--- src/rtl/const_imm_fetch.sv ---
// const_imm_fetch
// Fetches and assembles the immediate operand of the WebAssembly const
// instructions (i32/i64/f32/f64.const) from a synchronous byte ROM.
//
// Ports:
//   clk, reset     rising-edge clock, asynchronous active-high reset
//   start          request, sampled in IDLE only
//   opcode, pc_in  const opcode and address of first immediate byte
//   rom_addr       registered ROM byte address
//   rom_data       ROM byte for the address presented on the previous edge
//   busy, done     busy from accepted start until done; one-cycle done pulse
//   value          assembled 64-bit immediate (held until next completion)
//   pc_out         pc_in + bytes consumed (wraps)
//   trap           0 none, 1 bad opcode, 2 overlong LEB128
//
// state | meaning
// IDLE  | waiting for start
// PRIME | first ROM address presented, waiting for the ROM's read latency
// FETCH | one immediate byte consumed per cycle
module const_imm_fetch #(
  parameter int ADDR_WIDTH = 8
) (
  input  logic                  clk,
  input  logic                  reset,
  input  logic                  start,
  input  logic [7:0]            opcode,
  input  logic [ADDR_WIDTH-1:0] pc_in,
  output logic [ADDR_WIDTH-1:0] rom_addr,
  input  logic [7:0]            rom_data,
  output logic                  busy,
  output logic                  done,
  output logic [63:0]           value,
  output logic [ADDR_WIDTH-1:0] pc_out,
  output logic [2:0]            trap
);

  typedef enum logic [1:0] {IDLE, PRIME, FETCH} state_t;

  localparam logic [7:0] OP_I32 = 8'h41;
  localparam logic [7:0] OP_I64 = 8'h42;
  localparam logic [7:0] OP_F32 = 8'h43;
  localparam logic [7:0] OP_F64 = 8'h44;

  state_t                state, state_d;
  logic [ADDR_WIDTH-1:0] rom_addr_d, pc_out_d;
  logic                  busy_d, done_d;
  logic [63:0]           value_d, acc, acc_d;
  logic [2:0]            trap_d;
  logic [3:0]            cnt, cnt_d;
  logic [7:0]            op, op_d;

  // Byte-lane shift amounts for the current byte index.
  logic [5:0]  fix_sh;
  logic [6:0]  leb_sh, sext_sh;
  logic [63:0] sext_mask, leb_val;
  logic        is_leb, is_64, fix_last, leb_last;

  assign is_leb   = (op == OP_I32) || (op == OP_I64);
  assign is_64    = (op == OP_I64) || (op == OP_F64);
  assign fix_last = is_64 ? (cnt == 4'd7) : (cnt == 4'd3);
  assign leb_last = is_64 ? (cnt == 4'd9) : (cnt == 4'd4);
  assign fix_sh   = {cnt[2:0], 3'b000};
  assign leb_sh   = {3'b000, cnt} * 7'd7;
  assign sext_sh  = leb_sh + 7'd7;
  // Shifts of 64 or more yield zero, so a full-width final byte gets no extension.
  assign sext_mask = ~64'h0 << sext_sh;

  always_comb begin
    state_d    = state;
    rom_addr_d = rom_addr;
    busy_d     = busy;
    done_d     = 1'b0;
    value_d    = value;
    pc_out_d   = pc_out;
    trap_d     = trap;
    cnt_d      = cnt;
    acc_d      = acc;
    op_d       = op;
    leb_val    = 64'h0;
    case (state)
      IDLE: begin
        if (start) begin
          op_d   = opcode;
          acc_d  = 64'h0;
          cnt_d  = 4'd0;
          trap_d = 3'd0;
          if (opcode >= OP_I32 && opcode <= OP_F64) begin
            rom_addr_d = pc_in;
            busy_d     = 1'b1;
            state_d    = PRIME;
          end else begin
            trap_d = 3'd1;
            done_d = 1'b1;
          end
        end
      end
      PRIME: begin
        rom_addr_d = rom_addr + 1'b1;
        state_d    = FETCH;
      end
      FETCH: begin
        rom_addr_d = rom_addr + 1'b1;
        cnt_d      = cnt + 4'd1;
        if (is_leb) begin
          acc_d   = acc | ({57'h0, rom_data[6:0]} << leb_sh);
          leb_val = acc_d | (rom_data[6] ? sext_mask : 64'h0);
          if (!rom_data[7]) begin
            value_d = is_64 ? leb_val : {32'h0, leb_val[31:0]};
            state_d = IDLE;
          end else if (leb_last) begin
            trap_d  = 3'd2;
            state_d = IDLE;
          end
        end else begin
          acc_d = acc | ({56'h0, rom_data} << fix_sh);
          if (fix_last) begin
            value_d = acc_d;
            state_d = IDLE;
          end
        end
        // rom_addr already points one past the consumed byte, i.e. pc_in + N.
        if (state_d == IDLE) begin
          busy_d   = 1'b0;
          done_d   = 1'b1;
          pc_out_d = rom_addr;
        end
      end
      default: state_d = IDLE;
    endcase
  end

  always_ff @(posedge clk or posedge reset) begin
    if (reset) begin
      state    <= IDLE;
      rom_addr <= '0;
      busy     <= 1'b0;
      done     <= 1'b0;
      value    <= 64'h0;
      pc_out   <= '0;
      trap     <= 3'd0;
      cnt      <= 4'd0;
      acc      <= 64'h0;
      op       <= 8'h0;
    end else begin
      state    <= state_d;
      rom_addr <= rom_addr_d;
      busy     <= busy_d;
      done     <= done_d;
      value    <= value_d;
      pc_out   <= pc_out_d;
      trap     <= trap_d;
      cnt      <= cnt_d;
      acc      <= acc_d;
      op       <= op_d;
    end
  end

endmodule

--- config.mk ---
export PLATFORM = sky130hd
export DESIGN_NAME = const_imm_fetch
export DESIGN_NICKNAME = d
export VERILOG_FILES = /design/src/rtl/const_imm_fetch.sv
export SDC_FILE = /design/constraint.sdc
export NUM_CORES = 1
export LEC_CHECK = 0
export BUFFER_PORTS_ARGS = -buffer_cell sky130_fd_sc_hd__buf_2
export CORE_ASPECT_RATIO = 1.2
export CORE_MARGIN = 2
export CORE_UTILIZATION = 30
export DETAILED_ROUTE_END_ITERATION = 8
export PLACE_DENSITY = 0.55
export REMOVE_ABC_BUFFERS = 1
export SLEW_MARGIN = 30
export SYNTH_ARGS = -nofsm -noshare
export SYNTH_HDL_FRONTEND = slang
export SYNTH_SLANG_ARGS = --single-unit
--- constraint.sdc ---
create_clock -name clk -period 14.9 [get_ports clk]
set_input_delay 2.98 -clock clk [delete_from_list [all_inputs] [get_ports clk]]
set_output_delay 2.98 -clock clk [all_outputs]
set_load 0.01 [all_outputs]
==> flow_summary.ini <==
[clock_network]
tritoncts = built
cts.clk_slew.worst_paths_ps = 70
postCtsSetupBuffers = 0
worst_skew_pair.late_latency_ps = 440
numCtsBuffers = 17
ctsRootBufferMaster = clkbuf_16
cts.sink_count = 162
ctsResizeCount = 0
clock_h_tree_levels = 4
count_of_hold_buffers_inserted_by_post_cts_repair = 0
cts_buffer_depth = 2

[timing]
timing.clock.skew_ps = 6.75
final_setup_fails = 0
post-route-min-period_ps = 5240
setup_total_negative_slack_ps = 0
timing.final.hold_violations = 0
fmax_ghz = 0.191
max_slew.worst_pin.slew_ps = 925
min_period_over_period = 0.352
rsz_0062_raised_after_global_routing = false
maxSlewViolCount = 0
postLayoutSetupSlackWorst_ps = 9660
worst_slew_margin_rel = 0.381

[worst_setup_path]
worst_ep_arrival_time_ps = 5560
timing.critical_path.cells = clkinv_1 > ha_1 > xnor2_1 > xnor2_1 > ha_1 > a211o_1 > a31oi_1 > mux2_2 > nor2_1 > a2111oi_0 > nor2_1
worstSetupStartpointType = register
worst_path_max_delay_cell = mux2_2
setup.worst_path.end_class = register
worst_ep_required_time_ps = 15220
cp_max_fo = 30
path_delay_family = compound AO/OA/AOI/OAI gates
setup.worst_path.class = register to register
crit_path_max_incr_delay_ps = 780
path_buf_inv = 1

[logic_synthesis]
synthesis.instances = 1077
syn-mean-instance-area_sq_um = 8.60
number_of_flops_mapped_to_enable_cells_by_yosys = 0
synth.yosys.seq_area_share = 0.438
most_numerous_cell_types_in_the_synthesized_netlist = 162 x dfrtp_1, 145 x nand2_1, 122 x a21oi_1, 106 x nor2_1, 94 x o21ai_0
top_cell_type_s_share_of_synthesized_area = 0.438
synth_most_common_cell = dfrtp_1
synth.top_cells.by_area = dfrtp_1 44%, a21oi_1 6.6%, nand2_1 5.9%
synthesis.area_sq_um = 9260
synth_largest_area_cell = dfrtp_1
synthDistinctLibCells = 70
synth_top_flop_cell = dfrtp_1
synth_warnings = 0
async_flop_share = 1.00
yosys_register_bits = 162

[global_route]
globalRouteOverflowTotal = 0
first_pass_grt_wire_length_um = 50800
grt_util_all_layers = 0.206
grt_start_max_net_pins = 97
grt_pass1_vias = 8433
number_of_antenna_violations_at_the_first_check_in_global_routing = 0

[pwr]
final_power_mw = 1.95
cellLeakagePower_nw = 4.71
vdd_ir_drop_max_mv = 0.106
power_density_nw_per_um2 = 181

[detailed_routing]
wl_per_cell_um = 21.2
num_vias = 8736
route.antenna.remaining_nets = 0
detail_route.wirelength_um = 32700
route.detailed.vias_per_inst = 5.65
detail_route.iter0.violations = 758
drt-pass1-iter-count = 5
drc = 0

[floorplanning]
chipWidth_um = 164
i_o_pin_count = 112
initial_core_util = 0.304
floorplan.rows = 70
core_area_sq_um = 30500
design.die.area_sq_um = 32300
die_height_um = 196

[placed_design]
detailedPlace.worstSlack_ps = 9590
dp_hpwl_um = 21200
place.gp.congestion = 0.849
postPlaceCellArea_sq_um = 10100
portBuffers = 110

[cells_and_area]
drive_above_1_share = 0.178
net_count_of_the_finished_layout = 1186
number_of_fill_cells = 3206
area.growth.synth_to_final_pct = 15.9
final_design_area_no_fill_sq_um = 10700
antenna_cells_inserted = 0

[run_status]
outcome = complete, no violations

[run]
cap_viol_max_count = 0

[hold_path]
hold_path_class = register to register
-- metrics by stage --
step / utilization / hold slack [ps] / std cells
floorplan: - / 451 / 991
global placement: 0.331 / 459 / 1512
detailed placement: 0.332 / 461 / 1513
CTS: 0.351 / 479 / 1545
global route: 0.352 / 504 / 1545
finish: 0.352 / 472 / 1545
-- path summary, 6_finish.rpt --
kind / startpoint / end / slack, ps / cells past startpoint
max in group asynchronous: reset / op[7]$_DFFE_PP0P_ / 11130 / 3
worst max register to register: cnt[1]$_DFFE_PP0P_ / value[17]$_DFFE_PP0P_ / 9660 / 11
worst min-delay path: value[27]$_DFFE_PP0P_ / value[27]$_DFFE_PP0P_ / 470 / 2
worst min register to register: value[27]$_DFFE_PP0P_ / value[27]$_DFFE_PP0P_ / 470 / 2
worst max-delay path: cnt[1]$_DFFE_PP0P_ / value[17]$_DFFE_PP0P_ / 9660 / 11
min in group asynchronous: reset / value[63]$_DFFE_PP0P_ / 2650 / 2
-- layout by cell type, fill, tap and decap left out, types with 5 or more instances in the layout --
cell type  Yosys  layout
dfrtp_1      162     162
nand2_1      145     145
a21oi_1      122     121
buf_2         17     110
nor2_1       106     104
o21ai_0       94      94
a211oi_1      34      34
o31ai_1       29      29
a31oi_1       28      28
nand3_1       28      28
ha_1          20      20
nor3_1        19      19
mux2_2        18      18
clkbuf_16      0      17
inv_1         16      15
buf_4          3      13
and2_1        11      12
a221oi_1      11      11
nand2b_1       9       9
and3_1         9       9
o22ai_1        8       8
xnor2_1        8       7
o21a_1         7       7
a2111oi_0      7       7
nor4_1         8       7
a22o_1         7       7
a32o_1         6       6
o21ba_2        5       5
-- cell type report --
type | count | area [sq um] | share of cell area
clock buffer | 18 | 439 | 0.0409
clock inverter | 14 | 145 | 0.0135
inverter | 17 | 71.3 | 0.00664
multi-input combinational | 812 | 4850 | 0.452
sequential | 162 | 4050 | 0.378
tap | 396 | 495 | 0.0462
timing repair buffer | 126 | 682 | 0.0635
-- registers in the layout (all words and copies together) (netlist names), 2 cells and up --
| register | flops |
|---|---|
| op | 8 |
| state | 2 |
| pc_out | 8 |
| acc | 64 |
| rom_addr | 8 |
| cnt | 4 |
| trap | 2 |
| value | 64 |
-- cells by family after synthesis --
| group | share of synthesized area |
|---|---|
| AOI/OAI and AO/OA | 0.270 |
| other | 0.000405 |
| adders and majority gates | 0.0335 |
| muxes | 0.0251 |
| DFF | 0.438 |
| xor gates and xnor gates | 0.00851 |
| and+or+nand+nor | 0.176 |
| buffers and inverters | 0.0485 |
-- worst reg2reg max path, cell delays in order, from the launching register on --
cell and delay, ps:
dfrtp_1 750, clkinv_1 570, ha_1 480, xnor2_1 270, xnor2_1 160, ha_1 400, a211o_1 350, a31oi_1 440
mux2_2 780, nor2_1 340, a2111oi_0 510, nor2_1 70
-- power by group --
group          switching [mW]  internal (mW)  total, mW  leakage, nW
combinational           0.649          0.257      0.906         2.24
clock                   0.207          0.240      0.447        0.283
sequential             0.0749          0.520      0.595         2.19
-- metal layers --
metal | up-vias | GRT usage | wire length, um
met3 | 66 | 0.0332 | 2370
met4 | 0 | 0.0808 | 1100
met5 | - | 0 | 0
met2 | 380 | 0.327 | 15600
met1 | 4261 | 0.280 | 13700
li1 | 4029 | - | -
Note: power is estimated with default switching activity, not from simulation.
